<file path="src/rtl/input_debouncer.sv">
// Multi-channel switch debouncer: 2-flop synchronizer, shared sample tick, per-channel stability count.
// Define DEBOUNCE_EDGE_DETECT_EN to build the rise/fall pulse registers; otherwise the pulse ports are tied 0.
module input_debouncer #(
  parameter int DATA_WIDTH   = 16,
  parameter int TICK_DIV     = 100000,
  parameter int STABLE_TICKS = 10
) (
  input  logic                  clk,
  input  logic                  reset,
  input  logic [DATA_WIDTH-1:0] raw_in,
  output logic [DATA_WIDTH-1:0] data_out,
  output logic [DATA_WIDTH-1:0] rise_pulse,
  output logic [DATA_WIDTH-1:0] fall_pulse
);

  localparam int TW = (TICK_DIV > 2) ? $clog2(TICK_DIV) : 1;
  localparam int CW = (STABLE_TICKS > 1) ? $clog2(STABLE_TICKS + 1) : 1;
  localparam logic [TW-1:0] TICK_LAST = TW'(TICK_DIV - 1);
  localparam logic [CW-1:0] CNT_LAST  = CW'(STABLE_TICKS - 1);

  logic [DATA_WIDTH-1:0]         sync1;
  logic [DATA_WIDTH-1:0]         sync2;
  logic [TW-1:0]                 tick_cnt;
  logic                          tick;
  logic [DATA_WIDTH-1:0][CW-1:0] stab_cnt;
  logic [DATA_WIDTH-1:0][CW-1:0] stab_cnt_nxt;
  logic [DATA_WIDTH-1:0]         accept;

  always_ff @(posedge clk or negedge reset) begin
    if (!reset) begin
      sync1 <= '0;
      sync2 <= '0;
    end else begin
      sync1 <= raw_in;
      sync2 <= sync1;
    end
  end

  assign tick = (tick_cnt == TICK_LAST);

  always_ff @(posedge clk or negedge reset) begin
    if (!reset) begin
      tick_cnt <= '0;
    end else if (tick) begin
      tick_cnt <= '0;
    end else begin
      tick_cnt <= tick_cnt + TW'(1);
    end
  end

  // Any matching tick wipes progress, so a level must mismatch on
  // STABLE_TICKS consecutive ticks before it is accepted.
  always_comb begin
    stab_cnt_nxt = stab_cnt;
    accept       = '0;
    if (tick) begin
      for (int i = 0; i < DATA_WIDTH; i++) begin
        if (sync2[i] == data_out[i]) begin
          stab_cnt_nxt[i] = '0;
        end else if (stab_cnt[i] == CNT_LAST) begin
          stab_cnt_nxt[i] = '0;
          accept[i]       = 1'b1;
        end else begin
          stab_cnt_nxt[i] = stab_cnt[i] + CW'(1);
        end
      end
    end
  end

  always_ff @(posedge clk or negedge reset) begin
    if (!reset) begin
      stab_cnt <= '0;
      data_out <= '0;
    end else begin
      stab_cnt <= stab_cnt_nxt;
      data_out <= (data_out & ~accept) | (sync2 & accept);
    end
  end

`ifdef DEBOUNCE_EDGE_DETECT_EN
  // Registered alongside data_out so each pulse lines up with the first cycle of the new level.
  always_ff @(posedge clk or negedge reset) begin
    if (!reset) begin
      rise_pulse <= '0;
      fall_pulse <= '0;
    end else begin
      rise_pulse <= accept & sync2;
      fall_pulse <= accept & ~sync2;
    end
  end
`else
  assign rise_pulse = '0;
  assign fall_pulse = '0;
`endif

endmodule

</file>
<file path="config.mk">
export PLATFORM = sky130hd
export DESIGN_NAME = input_debouncer
export DESIGN_NICKNAME = d
export VERILOG_FILES = /design/src/rtl/input_debouncer.sv
export SDC_FILE = /design/constraint.sdc
export NUM_CORES = 1
export LEC_CHECK = 0
export ABC_AREA = 0
export CELL_PAD_IN_SITES_DETAIL_PLACEMENT = 1
export CELL_PAD_IN_SITES_GLOBAL_PLACEMENT = 1
export CORE_MARGIN = 2
export CORE_UTILIZATION = 45
export DETAILED_ROUTE_END_ITERATION = 10
export GPL_TIMING_DRIVEN = 0
export PLACE_DENSITY_LB_ADDON = 0.08
export SYNTH_ARGS = -nofsm -noshare
export SYNTH_HDL_FRONTEND = slang
export SYNTH_SLANG_ARGS = --single-unit
</file>
<file path="constraint.sdc">
create_clock -name clk -period 3.25 [get_ports clk]
set_clock_uncertainty 0.1 [all_clocks]
set_input_delay 0.65 -clock clk [delete_from_list [all_inputs] [get_ports clk]]
set_output_delay 0.65 -clock clk [all_outputs]
set_load 0.05 [all_outputs]
</file>
; Yosys cells after proc, flatten, opt, wreduce, memory -nomap -nowiden
; Index checks and enable logic that the tools add are counted.
[op_classes]
n_addsub = 17
n_eq_ne = 33
muxes = 66
bitwise = 4
[ops]
columns = cell, count
row1 = $mux W4, 32
row2 = $add A4 B1 Y4 const B, 16
row3 = $eq A4 B4 Y1 const B, 16
row4 = $and A16 B16 Y16, 2
row5 = $mux W1, 32
row6 = $add A17 B1 Y17 const B, 1
row7 = $eq A17 B17 Y1 const B, 1
row8 = $mux W17, 1
row9 = $eq A1 B1 Y1, 16
row10 = $mux W16, 1
row11 = $not A16 Y16, 1
row12 = $or A16 B16 Y16, 1
[totals]
register_bits = 129
out_inout_bits = 48
elab_cells = 140

; Logic depth before layout (Yosys ltp)
[logic_depth]
ltp_word = 7
ltp_mapped = 8

; Worst setup path before layout
; No wires, ideal clock.
[synth_timing]
path_type = reg-to-reg
start = register tick_cnt[0]
end = register stab_cnt[3] (netlist name)
setup_ns = 0.095
arrival_ns = 1.777
slack_ns = 1.277
path_stages_with_launch = 7
path_cell_list = dfrtp_1 > ha_1 > and4_1 > nand4_2 > clkbuf_2 > or3_1 > o31ai_1
[synth_between]
elab_chain_cells = 1
[synth_lines]
columns = element, line
row1 = start: declaration, 23  ; logic [TW-1:0] tick_cnt;
row2 = start signal: assignment, 47  ; tick_cnt <= tick_cnt + TW'(1);
row3 = $eq A17 B17 Y1, 39  ; assign tick = (tick_cnt == TICK_LAST);
row4 = end signal: assignment, 75  ; stab_cnt <= stab_cnt_nxt;
row5 = end: declaration, 25  ; logic [DATA_WIDTH-1:0][CW-1:0] stab_cnt;
; No other way between the ends.
; A chain may end at the register's enable or synchronous reset.

; Final worst setup path
[layout_timing]
start = register tick_cnt[0]
end = register stab_cnt[4] (netlist name)
; Same word-level chain as after synthesis.

==> flow_summary.toml <==
[run_status]
status = "finished, final reports clean"

[clock_tree]
clockBufferDepth = 2
clock-sinks = 129
clock_latency_ns = 0.41
htreeDepth = 4
ctsHoldBuffers = 0
cts_resized = 0
clock-root-buffer = "clkbuf_16"
clkSlewWorstSetupHoldPaths_ns = 0.06
numCtsBuffers = 17
tritoncts = "yes"
post_cts_buffers = 0

[yosys]
synth.cell_area_sq_mm = 0.00609
synth_edf_count = 0
ys.flop_type = "dfrtp_1"
synth.largest_area_cell = "dfrtp_1"
ys_top_cells_by_area = "dfrtp_1 (53%), ha_1 (6.8%), o21ai_0 (6.4%)"
synthCells = 553
yosysWarnings = 0
seq_area_frac_synth = 0.530
avgSynthCellArea_sq_um = 11.0
synth_cell_types = 35
synthArstFlopShare = 1.00
synth_top_area_frac = 0.530
synthTopCellsByCount = "dfrtp_1 (129), o21ai_0 (78), nand2_1 (38)"
synth-seq-cells = 129
yosys.cell_count.top_type = "dfrtp_1"

[worst_setup_path]
worstSetupPathType = "reg -> reg"
crit_family = "buffers and inverters"
crit_path_top_delay_cell = "clkbuf_1"
cp.arrival_ns = 2.89
critPathCaptureType = "flop"
cpMostUsedCell = "buf_2"
crit_buf_inv = 3
crit_chain = "ha_1 -> and4_1 -> nand4_2 -> buf_2 -> clkbuf_1 -> buf_2 -> nand2_1 -> o21ai_0"
cp.required_ns = 3.47
cpPeakStageDelay_ns = 0.45
worst-path-max-fanout = 10
critPathLaunchType = "flop"

[cells_and_area]
regArea_sq_mm = 0.00323
n_antenna_cell = 0
multi_input_area_sq_mm = 0.00262
area_growth_pct = 22.7
nets = 688
stdcell_area_sq_mm = 0.00747
fillers = 1415
drive_above_1_share = 0.142
layoutNonFillerInstCount = 826

[pwr]
p_leak_uw = 0.00337
total_power_uw = 4020
ir_worst_vdd_v = 0.000534
power_density_mw_per_mm2 = 539

[detailed_routing]
ant_nets = 0
wirelength_um = 13700
drcViolationCount = 0
vias = 4324
top_layer = "met4"
firstDrtPassIters = 4
met3_length_um = 423
met1_length_um = 6190
viasPerCell = 5.23
drtIter0Drc = 232
wl_met2_um = 6940
wire_per_inst_um = 16.6

[global_routing]
overflow = 0
first_global_vias = 4657
grt_pass1_wl_um = 23400
grt_usage = 0.207
antenna_found_initial = 0
grt_max_degree = 80

[place]
gp_congestion = 0.778
placed_cell_area_sq_mm = 0.00678
place_inst = 794
hpwl_um = 9040
port_buffers = 33
pre_cts_slack_ns = 0.524

[timing]
slew_headroom = 0.507
rsz0062_at_grt = "no"
fin_crit_ns = 2.67
hold_viol = 0
fin_crit_sh = 0.820
setup_viol = 0
slew_violations = 0
clock.fmax_mhz = 375
tightest_slew_ns = 0.739
worst_slack_ns = 0.583

[hold_path]
hold_class = "in -> async"

[floorplanning]
num_rows = 42
die-area_sq_mm = 0.0145
die-width_um = 120
core-area_sq_mm = 0.0132
die_h_um = 120
initial_core_util = 0.460
io_pins = 66

[run]
drv_cap = 0
layout make-up:
type | count | area share
Buffer | 44 | 0.0392
Clock buffer | 19 | 0.0606
Clock inverter | 13 | 0.0312
Inverter | 16 | 0.00804
Multi-Input combinational cell | 395 | 0.351
Sequential cell | 129 | 0.432
Tap cell | 176 | 0.0295
Timing Repair Buffer | 34 | 0.0481
worst register-to-register path: stages (launching register included):
cell and delay (ns):
dfrtp_1 0.43, ha_1 0.27, and4_1 0.26, nand4_2 0.24, buf_2 0.29, clkbuf_1 0.45
buf_2 0.35, nand2_1 0.10, o21ai_0 0.09
through the flow:
stage	utilization	hold WS [ns]	TNS, ns
floorplan	-	0.231	0
global placement	0.510	0.232	-488.13
detailed placement	0.512	0.239	0
CTS	0.564	0.211	0
global route	0.564	0.237	0
finish	0.564	0.188	0
layer usage:
layer / vias up / global-route usage
met2: 68 / 0.351
met3: 9 / 0.0429
met5: - / 0
met1: 2175 / 0.266
met4: 0 / 0.0640
li1: 2072 / -
worst paths after layout:
kind / start / end / slack, ns / depth (start not counted)
min in group clk: sync1[7] / sync2[7] / 0.25 / 0
max in group asynchronous: reset / tick_cnt[7] / 2.16 / 2
worst min-delay path: reset / stab_cnt[22] / 0.19 / 1
worst max register to register: tick_cnt[0] / stab_cnt[4] / 0.58 / 8
worst max-delay path: tick_cnt[0] / stab_cnt[4] / 0.58 / 8
worst min register to register: sync1[7] / sync2[7] / 0.25 / 0
cells by family after synthesis:
kind of cell             after synthesis  share of synthesized area
AO/OA/AOI/OAI                        100                     0.0892
XOR/XNOR                              28                     0.0403
adder cells (fa/ha/maj)               33                     0.0678
buffers and inverters                 60                     0.0580
flip-flops                           129                      0.530
multiplexers                          17                     0.0314
other                                  1                   0.000616
AND/OR/NAND/NOR                      185                      0.182
report_power, final:
| part | total, uW | internal [uW] | switching [uW] |
|---|---|---|---|
| clock network | 2190 | 1480 | 712 |
| registers | 1640 | 1630 | 9.69 |
| logic | 196 | 59.6 | 136 |
| total | 4020 | 3170 | 858 |
cell usage in the layout (no fill, tap or decap), drive strengths merged, types with 4 or more instances in the layout:
master         count
mux2              17
clkinvlp           4
inv               16
dfrtp            129
and3b             16
clkdlybuf4s50     32
conb              32
nor3b             16
or4               17
or3               17
o21ai             81
bufinv             6
nand4              6
buf               39
nor2               8
xnor2             25
nand2b            16
o31ai             17
ha                33
nand2             38
clkbuf            26
nand3             22
nor3              19
Note: power is estimated with default switching activity, not from simulation.
